## config.mk

```make
export PLATFORM = sky130hd
export DESIGN_NAME = datapath
export DESIGN_NICKNAME = d
export VERILOG_FILES = /design/src/rtl/datapath_pkg.sv /design/src/rtl/datapath_reg_n.sv /design/src/rtl/datapath.sv
export SDC_FILE = /design/constraint.sdc
export NUM_CORES = 1
export LEC_CHECK = 0
export ABC_CLOCK_PERIOD_IN_PS = 9950
export CORE_MARGIN = 4
export CORE_UTILIZATION = 35
export CTS_CLUSTER_DIAMETER = 200
export CTS_CLUSTER_SIZE = 20
export DETAILED_ROUTE_END_ITERATION = 8
export PLACE_DENSITY_LB_ADDON = 0.2
export SETUP_SLACK_MARGIN = 0.2
export SLEW_MARGIN = 15
export SYNTH_ARGS = -nofsm -noshare
export SYNTH_HDL_FRONTEND = slang
export SYNTH_SLANG_ARGS = --single-unit
```

## constraint.sdc

```tcl
create_clock -name Clock -period 9.95 [get_ports Clock]
set_input_delay 2.4875 -clock Clock [delete_from_list [all_inputs] [get_ports Clock]]
set_output_delay 2.4875 -clock Clock [all_outputs]
set_load 0.005 [all_outputs]
```

## src/rtl/datapath_pkg.sv

```systemverilog
// Shared definitions for the single-bus teaching CPU datapath:
// bus width, bus-source priority order and ALU operation encoding.
package datapath_pkg;

    localparam int WIDTH = 32;

    // Enumeration order follows bus priority, highest first after SRC_NONE.
    typedef enum logic [2:0] {
        SRC_NONE = 3'd0,
        SRC_MDR  = 3'd1,
        SRC_ZLOW = 3'd2,
        SRC_PC   = 3'd3,
        SRC_R2   = 3'd4,
        SRC_R3   = 3'd5
    } bus_src_e;

    typedef enum logic [1:0] {
        ALU_PASS = 2'd0,
        ALU_AND  = 2'd1,
        ALU_INC  = 2'd2
    } alu_op_e;

endpackage

```

## src/rtl/datapath_reg_n.sv

```systemverilog
// Generic WIDTH-bit register with load enable and asynchronous active-low clear.
module reg_n #(
    parameter int WIDTH = 32
) (
    input  logic             Clock,
    input  logic             Resetn,
    input  logic             en,
    input  logic [WIDTH-1:0] d,
    output logic [WIDTH-1:0] q
);

    always_ff @(posedge Clock or negedge Resetn) begin
        if (!Resetn)
            q <= '0;
        else if (en)
            q <= d;
    end

endmodule

```

## src/rtl/datapath.sv

```systemverilog
// Single-bus datapath: general registers R1-R3, PC, IR, MAR, MDR, Y and a
// 64-bit Z, all joined by one priority-muxed bus feeding a small ALU.
module datapath
    import datapath_pkg::*;
#(
    parameter int WIDTH  = datapath_pkg::WIDTH,
    parameter int PC_INC = 1
) (
    input  logic             Clock,
    input  logic             Resetn,
    input  logic             PCout,
    input  logic             Zlowout,
    input  logic             MDRout,
    input  logic             R2out,
    input  logic             R3out,
    input  logic             MARin,
    input  logic             Zin,
    input  logic             PCin,
    input  logic             MDRin,
    input  logic             IRin,
    input  logic             Yin,
    input  logic             IncPC,
    input  logic             Read,
    input  logic             AND,
    input  logic             R1in,
    input  logic             R2in,
    input  logic             R3in,
    input  logic [WIDTH-1:0] Mdatain,
    output logic [WIDTH-1:0] BusMuxOut,
    output logic [WIDTH-1:0] R1_q,
    output logic [WIDTH-1:0] R2_q,
    output logic [WIDTH-1:0] R3_q,
    output logic [WIDTH-1:0] PC_q,
    output logic [WIDTH-1:0] IR_q,
    output logic [WIDTH-1:0] MAR_q,
    output logic [WIDTH-1:0] MDR_q,
    output logic [WIDTH-1:0] Y_q,
    output logic [WIDTH-1:0] Zlow_q,
    output logic [WIDTH-1:0] Zhigh_q
);

    bus_src_e             bus_src;
    alu_op_e              alu_op;
    logic [WIDTH-1:0]     bus;
    logic [WIDTH-1:0]     mdr_d;
    logic [2*WIDTH-1:0]   alu_c;

    always_comb begin
        bus_src = SRC_NONE;
        if (MDRout)
            bus_src = SRC_MDR;
        else if (Zlowout)
            bus_src = SRC_ZLOW;
        else if (PCout)
            bus_src = SRC_PC;
        else if (R2out)
            bus_src = SRC_R2;
        else if (R3out)
            bus_src = SRC_R3;
    end

    always_comb begin
        bus = '0;
        case (bus_src)
            SRC_MDR:  bus = MDR_q;
            SRC_ZLOW: bus = Zlow_q;
            SRC_PC:   bus = PC_q;
            SRC_R2:   bus = R2_q;
            SRC_R3:   bus = R3_q;
            default:  bus = '0;
        endcase
    end

    assign BusMuxOut = bus;

    // IncPC wins over AND so a fetch step never depends on a stray AND strobe.
    always_comb begin
        alu_op = ALU_PASS;
        if (IncPC)
            alu_op = ALU_INC;
        else if (AND)
            alu_op = ALU_AND;
    end

    always_comb begin
        alu_c = '0;
        case (alu_op)
            ALU_INC:  alu_c = {{WIDTH{1'b0}}, bus + WIDTH'(PC_INC)};
            ALU_AND:  alu_c = {{WIDTH{1'b0}}, Y_q & bus};
            default:  alu_c = {{WIDTH{1'b0}}, bus};
        endcase
    end

    assign mdr_d = Read ? Mdatain : bus;

    reg_n #(.WIDTH(WIDTH)) u_r1    (.Clock(Clock), .Resetn(Resetn), .en(R1in),  .d(bus),   .q(R1_q));
    reg_n #(.WIDTH(WIDTH)) u_r2    (.Clock(Clock), .Resetn(Resetn), .en(R2in),  .d(bus),   .q(R2_q));
    reg_n #(.WIDTH(WIDTH)) u_r3    (.Clock(Clock), .Resetn(Resetn), .en(R3in),  .d(bus),   .q(R3_q));
    reg_n #(.WIDTH(WIDTH)) u_pc    (.Clock(Clock), .Resetn(Resetn), .en(PCin),  .d(bus),   .q(PC_q));
    reg_n #(.WIDTH(WIDTH)) u_ir    (.Clock(Clock), .Resetn(Resetn), .en(IRin),  .d(bus),   .q(IR_q));
    reg_n #(.WIDTH(WIDTH)) u_mar   (.Clock(Clock), .Resetn(Resetn), .en(MARin), .d(bus),   .q(MAR_q));
    reg_n #(.WIDTH(WIDTH)) u_mdr   (.Clock(Clock), .Resetn(Resetn), .en(MDRin), .d(mdr_d), .q(MDR_q));
    reg_n #(.WIDTH(WIDTH)) u_y     (.Clock(Clock), .Resetn(Resetn), .en(Yin),   .d(bus),   .q(Y_q));
    reg_n #(.WIDTH(WIDTH)) u_zlow  (.Clock(Clock), .Resetn(Resetn), .en(Zin),   .d(alu_c[WIDTH-1:0]),       .q(Zlow_q));
    reg_n #(.WIDTH(WIDTH)) u_zhigh (.Clock(Clock), .Resetn(Resetn), .en(Zin),   .d(alu_c[2*WIDTH-1:WIDTH]), .q(Zhigh_q));

endmodule

```

# Word-level counts from Yosys, hierarchy flattened
# Cells that the tools add are included.
# Widths: inputs -> output; s select.
[word_totals]
reg_bits = 320
input_bits = 51
elab_cells = 29
[op_classes]
n_addsub = 1
n_eq_ne = 7
mux = 10
n_bitwise = 1
[op_table]
columns = ["operator", "count"]
rows = [
  ["$pmux 32 s5", 1],
  ["$pmux 32 s2", 1],
  ["$add 32x1->32 const B", 1],
  ["$and 32x32->32", 1],
  ["$mux 32", 1],
  ["$mux 3", 5],
  ["$eq 3x2->1 const B", 2],
  ["$eq 3x3->1 const B", 2],
  ["$eq 3x1->1 const B", 1],
  ["$eq 2x1->1 const B", 1],
  ["$eq 2x2->1 const B", 1],
  ["$mux 2", 1],
  ["$mux 1", 1],
]

# Longest topological paths before layout
[depth]
ltp_word = 9
depth_mapped = 14
mapped_depth_nobuf = 10

# Hierarchy
# From an unflattened synthesis, not the netlist that was laid out.
[unflattened]
cells_unflattened = 1012
hier_area_um2 = 15849.0
[by_module_without_submodules]
columns = ["mod", "n_inst", "cells_each", "area_per_inst_um2", "seq_area_each_um2"]
rows = [
  ["reg_n", 10, 68, 1345.0, 800.8],
  ["datapath", 1, 332, 2398.6, 0.0],
]

# Least setup slack after synthesis
# No wires, ideal clock.
[synth_timing]
kind = "input to output"
startpoint = "in MDRout"
endpoint = "out BusMuxOut[31]"
arrival_ps = 4213
t_required_ps = 7463
path_slack_ps = 3249
path_stages = 7
n_path_buf = 4
cell_sequence = "buf_2 > buf_2 > buf_1 > buf_2 > nor2_1 > a221oi_1 > inv_1"
[synth_between]
elab_chain_cells = 3
word_cells_on_any_way = 7
[synth_rtl]
columns = ["item", "line_no", "source"]
rows = [
  ["start, declared", "datapath.sv:13", "input logic MDRout,"],
  ["$mux 3 (*)", "datapath.sv:50", "if (MDRout)"],
  ["$eq 3x3->1, or another cell as far along", "datapath.sv:64", "case (bus_src)"],
  ["$pmux 32 s5 (*)", "datapath.sv:64", ""],
  ["end, declared", "datapath.sv:29", "output logic [WIDTH-1:0] BusMuxOut,"],
]
# Mark *: on every way between the ends. The rest lies on a longest branch, timed or not.

# Worst setup path in the final report
[layout_timing]
startpoint = "in PCout"
endpoint = "out BusMuxOut[15]"
[layout_between]
elab_chain_cells = 5
word_cells_on_any_way = 9
[layout_rtl]
columns = ["item", "line_no", "source"]
rows = [
  ["start, declared", "datapath.sv:11", "input logic PCout,"],
  ["$mux 3 (*)", "datapath.sv:54", "else if (PCout)"],
  ["$mux 3 (*)", "datapath.sv:52", "else if (Zlowout)"],
  ["$mux 3 (*)", "datapath.sv:50", ""],
  ["$eq 3x3->1, or another cell as far along", "datapath.sv:64", ""],
  ["$pmux 32 s5 (*)", "datapath.sv:64", ""],
]
# Marked as above.

==> flow_summary.rst <==
.. list-table::
   :header-rows: 1

   * - Metric
     - Value
   * - Run status
     - completed
   * - Final worst-path setup slack
     - 1.958 ns
   * - Setup fix buffers added after clock tree synthesis
     - 0
   * - Top-level I/O count
     - 403
   * - Dominant cell type by count on the critical path
     - clkdlybuf4s50_1
   * - Flip-flop and latch count after synthesis
     - roughly 290
   * - DRT antenna net count
     - 0
   * - Number of H-tree branching levels
     - 1
   * - PostCTS Resize Cnt
     - 0
   * - Clk buf depth
     - 3
   * - CTS tree
     - yes
   * - FP Rows
     - between 70 and 80
   * - Worst path max stage delay
     - 0.75 ns
   * - Count of filler cells inserted in the layout
     - 3652
   * - Sequential element share of the synthesized area
     - 53.92%
   * - Achievable frequency
     - about 0.13 GHz
   * - Element type at the critical path end
     - output pin
   * - Die X
     - 203.4 um
   * - Vias per cell
     - just over 5
   * - Fraction of final layout cells sized beyond drive strength 1
     - around 6.1%
   * - HPWL after detailed placement
     - around 38 mm
   * - MaxCap Viol Count
     - 0
   * - Final slew viol count
     - 0
   * - Area inside the core boundary
     - approximately 38000 um2
   * - Post-synth cell types
     - 50
   * - Placement Setup Slack
     - 2.014 ns
   * - Net count reported at finish
     - ~1800
   * - Setup total negative slack
     - 0 ns
   * - Number of antenna violations at the first check in global routing
     - 0
   * - Wire length of the first global-routing pass
     - 76.84 mm
   * - Core Util, Final
     - 47.31%
   * - Total power density per cell area
     - approximately 190 nW/um2
   * - Number of instances in the synthesized netlist
     - 1477
   * - Final critical-path required period
     - 7.992 ns
   * - Clock Skew
     - between 0.02 and 0.025 ns
   * - Worst path arrival time
     - 5.50 ns
   * - Overall track demand over capacity in global routing
     - 24.14%
   * - Flip-flop and latch area
     - 7207 um2
   * - IR Drop Worst-Case VDD
     - 0.1056 mV
   * - Critical Path Start Type
     - input port
   * - RSZ-0062 raised after global routing
     - no
   * - Largest net degree at the start of global routing
     - 101
   * - Category of the critical setup timing path
     - input port to output pin
   * - Syn. warnings
     - 0
   * - Hold bufs inserted after CTS
     - 0
   * - Final Hold Vio Count
     - 0
   * - Wirelength per Cell
     - between 20 and 25 um
   * - Number of buffer and inverter stages on the critical path
     - 4
   * - Iter 0 DRT Violations
     - 829
   * - Largest fanout of any net on the critical path
     - 34
   * - Multi-input combinational cell area
     - 5386 um2
   * - Die H
     - between 200 and 250 um
   * - Starting Density
     - between 30% and 40%
   * - Worst-Margin Slew
     - 1.137 ns
   * - Slew headroom
     - 24.22%
   * - EDFF count, synth
     - 0
   * - FFs w/ async S/R, synth
     - 100.0%
   * - Clock insertion delay at the later pin of the skew report
     - 0.52 ns
   * - Sink count of the clock tree
     - 288
   * - Drt first pass iters
     - 7
   * - Post-Syn Area
     - between 10000 and 15000 um2
   * - Vias in the first global route
     - 11410
   * - Worst path required time
     - 7.46 ns
   * - Critical path's top delay family
     - simple AND/OR/NAND/NOR gates
   * - DRC errors left
     - 0
   * - P_leak
     - around 7.4 nW
   * - Clock tree root buffer cell
     - clkbuf_16
   * - Number of endpoints failing setup at the final stage
     - 0
   * - Weighted congestion at the end of routability-driven global placement
     - just over 0.9
   * - Critical-path cell list
     - clkdlybuf4s50_1, buf_4, or3_1, a21oi_1, nor2_1, inv_1, clkdlybuf4s50_1
   * - Per-instance average area after synthesis
     - 9.049 um2
   * - CTS clock-pin slew for the worst setup and hold paths
     - about 0.08 ns
   * - Area growth from synthesis to layout
     - 33.34%
   * - Detailed-route wire length
     - around 52 mm
   * - Number of clock buffers inserted by TritonCTS
     - 18
   * - Min-delay worst type
     - flop to flop
   * - GRT overflow
     - 0
   * - Flip-flop cell with the highest count after synthesis
     - dfrtp_1
   * - Area of the die
     - 41380 um2
   * - Cell with the largest stage delay on the worst path
     - nor2_1
   * - Quantity of I/O buffers inserted on ports
     - 370
   * - Via total after detailed routing
     - ~12000
   * - Part of the cycle the worst path needs
     - 80.32%
metal layers:
| metal | GRT usage [%] | share of wire, % | vias to the layer above | routed length (um) |
|---|---|---|---|---|
| met2 | 34.80 | 42 | 479 | 21790 |
| met1 | 36.48 | 47 | 5772 | 24340 |
| li1 | - | - | 5532 | - |
| met3 | 7.251 | 9.5 | 47 | 4947 |
| met5 | 0 | 0 | - | 0 |
| met4 | 4.192 | 1.8 | 0 | 920 |
worst min-delay path: cells and delay by family, from the launching register on:
kind | cells | cell delay (ns)
flip-flops | 1 | 0.35
AO/OA/AOI/OAI | 1 | 0.10
AND/OR/NAND/NOR | 1 | 0.04
sequential cells by signal, indices dropped and copies added (netlist names):
signal / count
u_mdr.q: 32
u_pc.q: 32
u_zlow.q: 32
u_y.q: 32
u_r3.q: 32
u_r2.q: 32
u_mar.q: 32
u_r1.q: 32
u_ir.q: 32
Yosys cell counts, types with 2 or more instances:
cell type,count,share of area (%)
buf_4,33,1.9
a22oi_1,4,0.22
nor4_4,2,0.32
or3_1,5,0.23
buf_1,11,0.31
buf_2,11,0.41
a31oi_1,8,0.37
o21ai_1,6,0.22
nor4_1,3,0.14
and2_1,9,0.42
nor2b_1,27,1.3
a221oi_1,11,0.72
clkbuf_1,102,2.9
nand2_1,86,2.4
mux2_2,24,2.0
a21o_1,8,0.45
o21ai_0,48,1.8
dfrtp_1,288,54
a21oi_1,303,11
nor4_2,2,0.19
nand3_1,8,0.30
nand4_1,3,0.14
o22ai_1,6,0.28
mux2i_1,14,1.0
and3_1,2,0.094
inv_1,42,1.2
xnor2_1,15,0.98
nand3b_1,46,2.6
buf_6,3,0.25
nor2_1,280,7.9
a22o_1,20,1.3
nor3_1,28,1.0
and4_1,2,0.13
cells in the final DEF (no fill, tap or decap), types with 24 or more instances in the layout:
cell type	count
conb_1	32
o21ai_0	48
nand2_1	86
mux2_2	24
a21oi_1	303
dfrtp_1	288
nor2_1	280
buf_4	41
nor2b_1	27
inv_1	42
nand3b_1	46
clkdlybuf4s50_1	357
nor3_1	27
per-stage QoR:
| step | cells | hold WS (ns) | power, mW | cell area [um2] |
|---|---|---|---|---|
| global placement | 2266 | 0.5079 | 2.585 | 17320 |
| detailed placement | 2266 | 0.5156 | 2.594 | 17320 |
| global route | 2286 | 0.5546 | 3.505 | 17820 |
| floorplan | 1508 | 0.5121 | 1.888 | 13480 |
| CTS | 2286 | 0.5364 | 3.357 | 17810 |
| finish | 2287 | 0.5325 | 3.327 | 17820 |
final timing paths:
kind	startpoint	end	slack, ns	depth (start not counted)
setup / recovery	PCout	BusMuxOut[15]	1.96	7
hold / removal	u_mar.q[8]	u_mar.q[8]	0.53	2
hold reg to reg	u_mar.q[8]	u_mar.q[8]	0.53	2
setup reg to reg	u_zlow.q[2]	u_zlow.q[11]	6.81	8
max in group asynchronous	Resetn	u_r3.q[22]	6.45	2
min in group asynchronous	Resetn	u_mdr.q[17]	2.00	1
area by class of cell:
cell class | instances | share of cell area [%]
clock inverter | 1 | 0.09127
multi-input combinational | 1018 | 30.23
tap | 511 | 3.588
sequential | 288 | 40.44
inverter | 42 | 0.8846
clock buffer | 19 | 2.668
timing repair buffer | 407 | 22.09
antenna | 1 | 0.01404
kinds of logic (layout without fill, tap and decap cells):
logic type	count (synthesis)	after routing	synth area share [%]
mux	38	38	3.071
compound gates	422	422	17.33
buf+inv	202	469	6.871
flops	288	288	53.92
other cells	1	33	0.02806
xor+xnor	15	15	0.9830
simple gates	510	510	17.70
fa+ha+maj	1	1	0.09360
power breakdown:
part / switching, mW / internal, mW
clock network: 0.413 / 0.344
registers: 0.172 / 1.35
logic: 0.509 / 0.535
total: 1.09 / 2.23
Power figures use the tool's default switching activity.
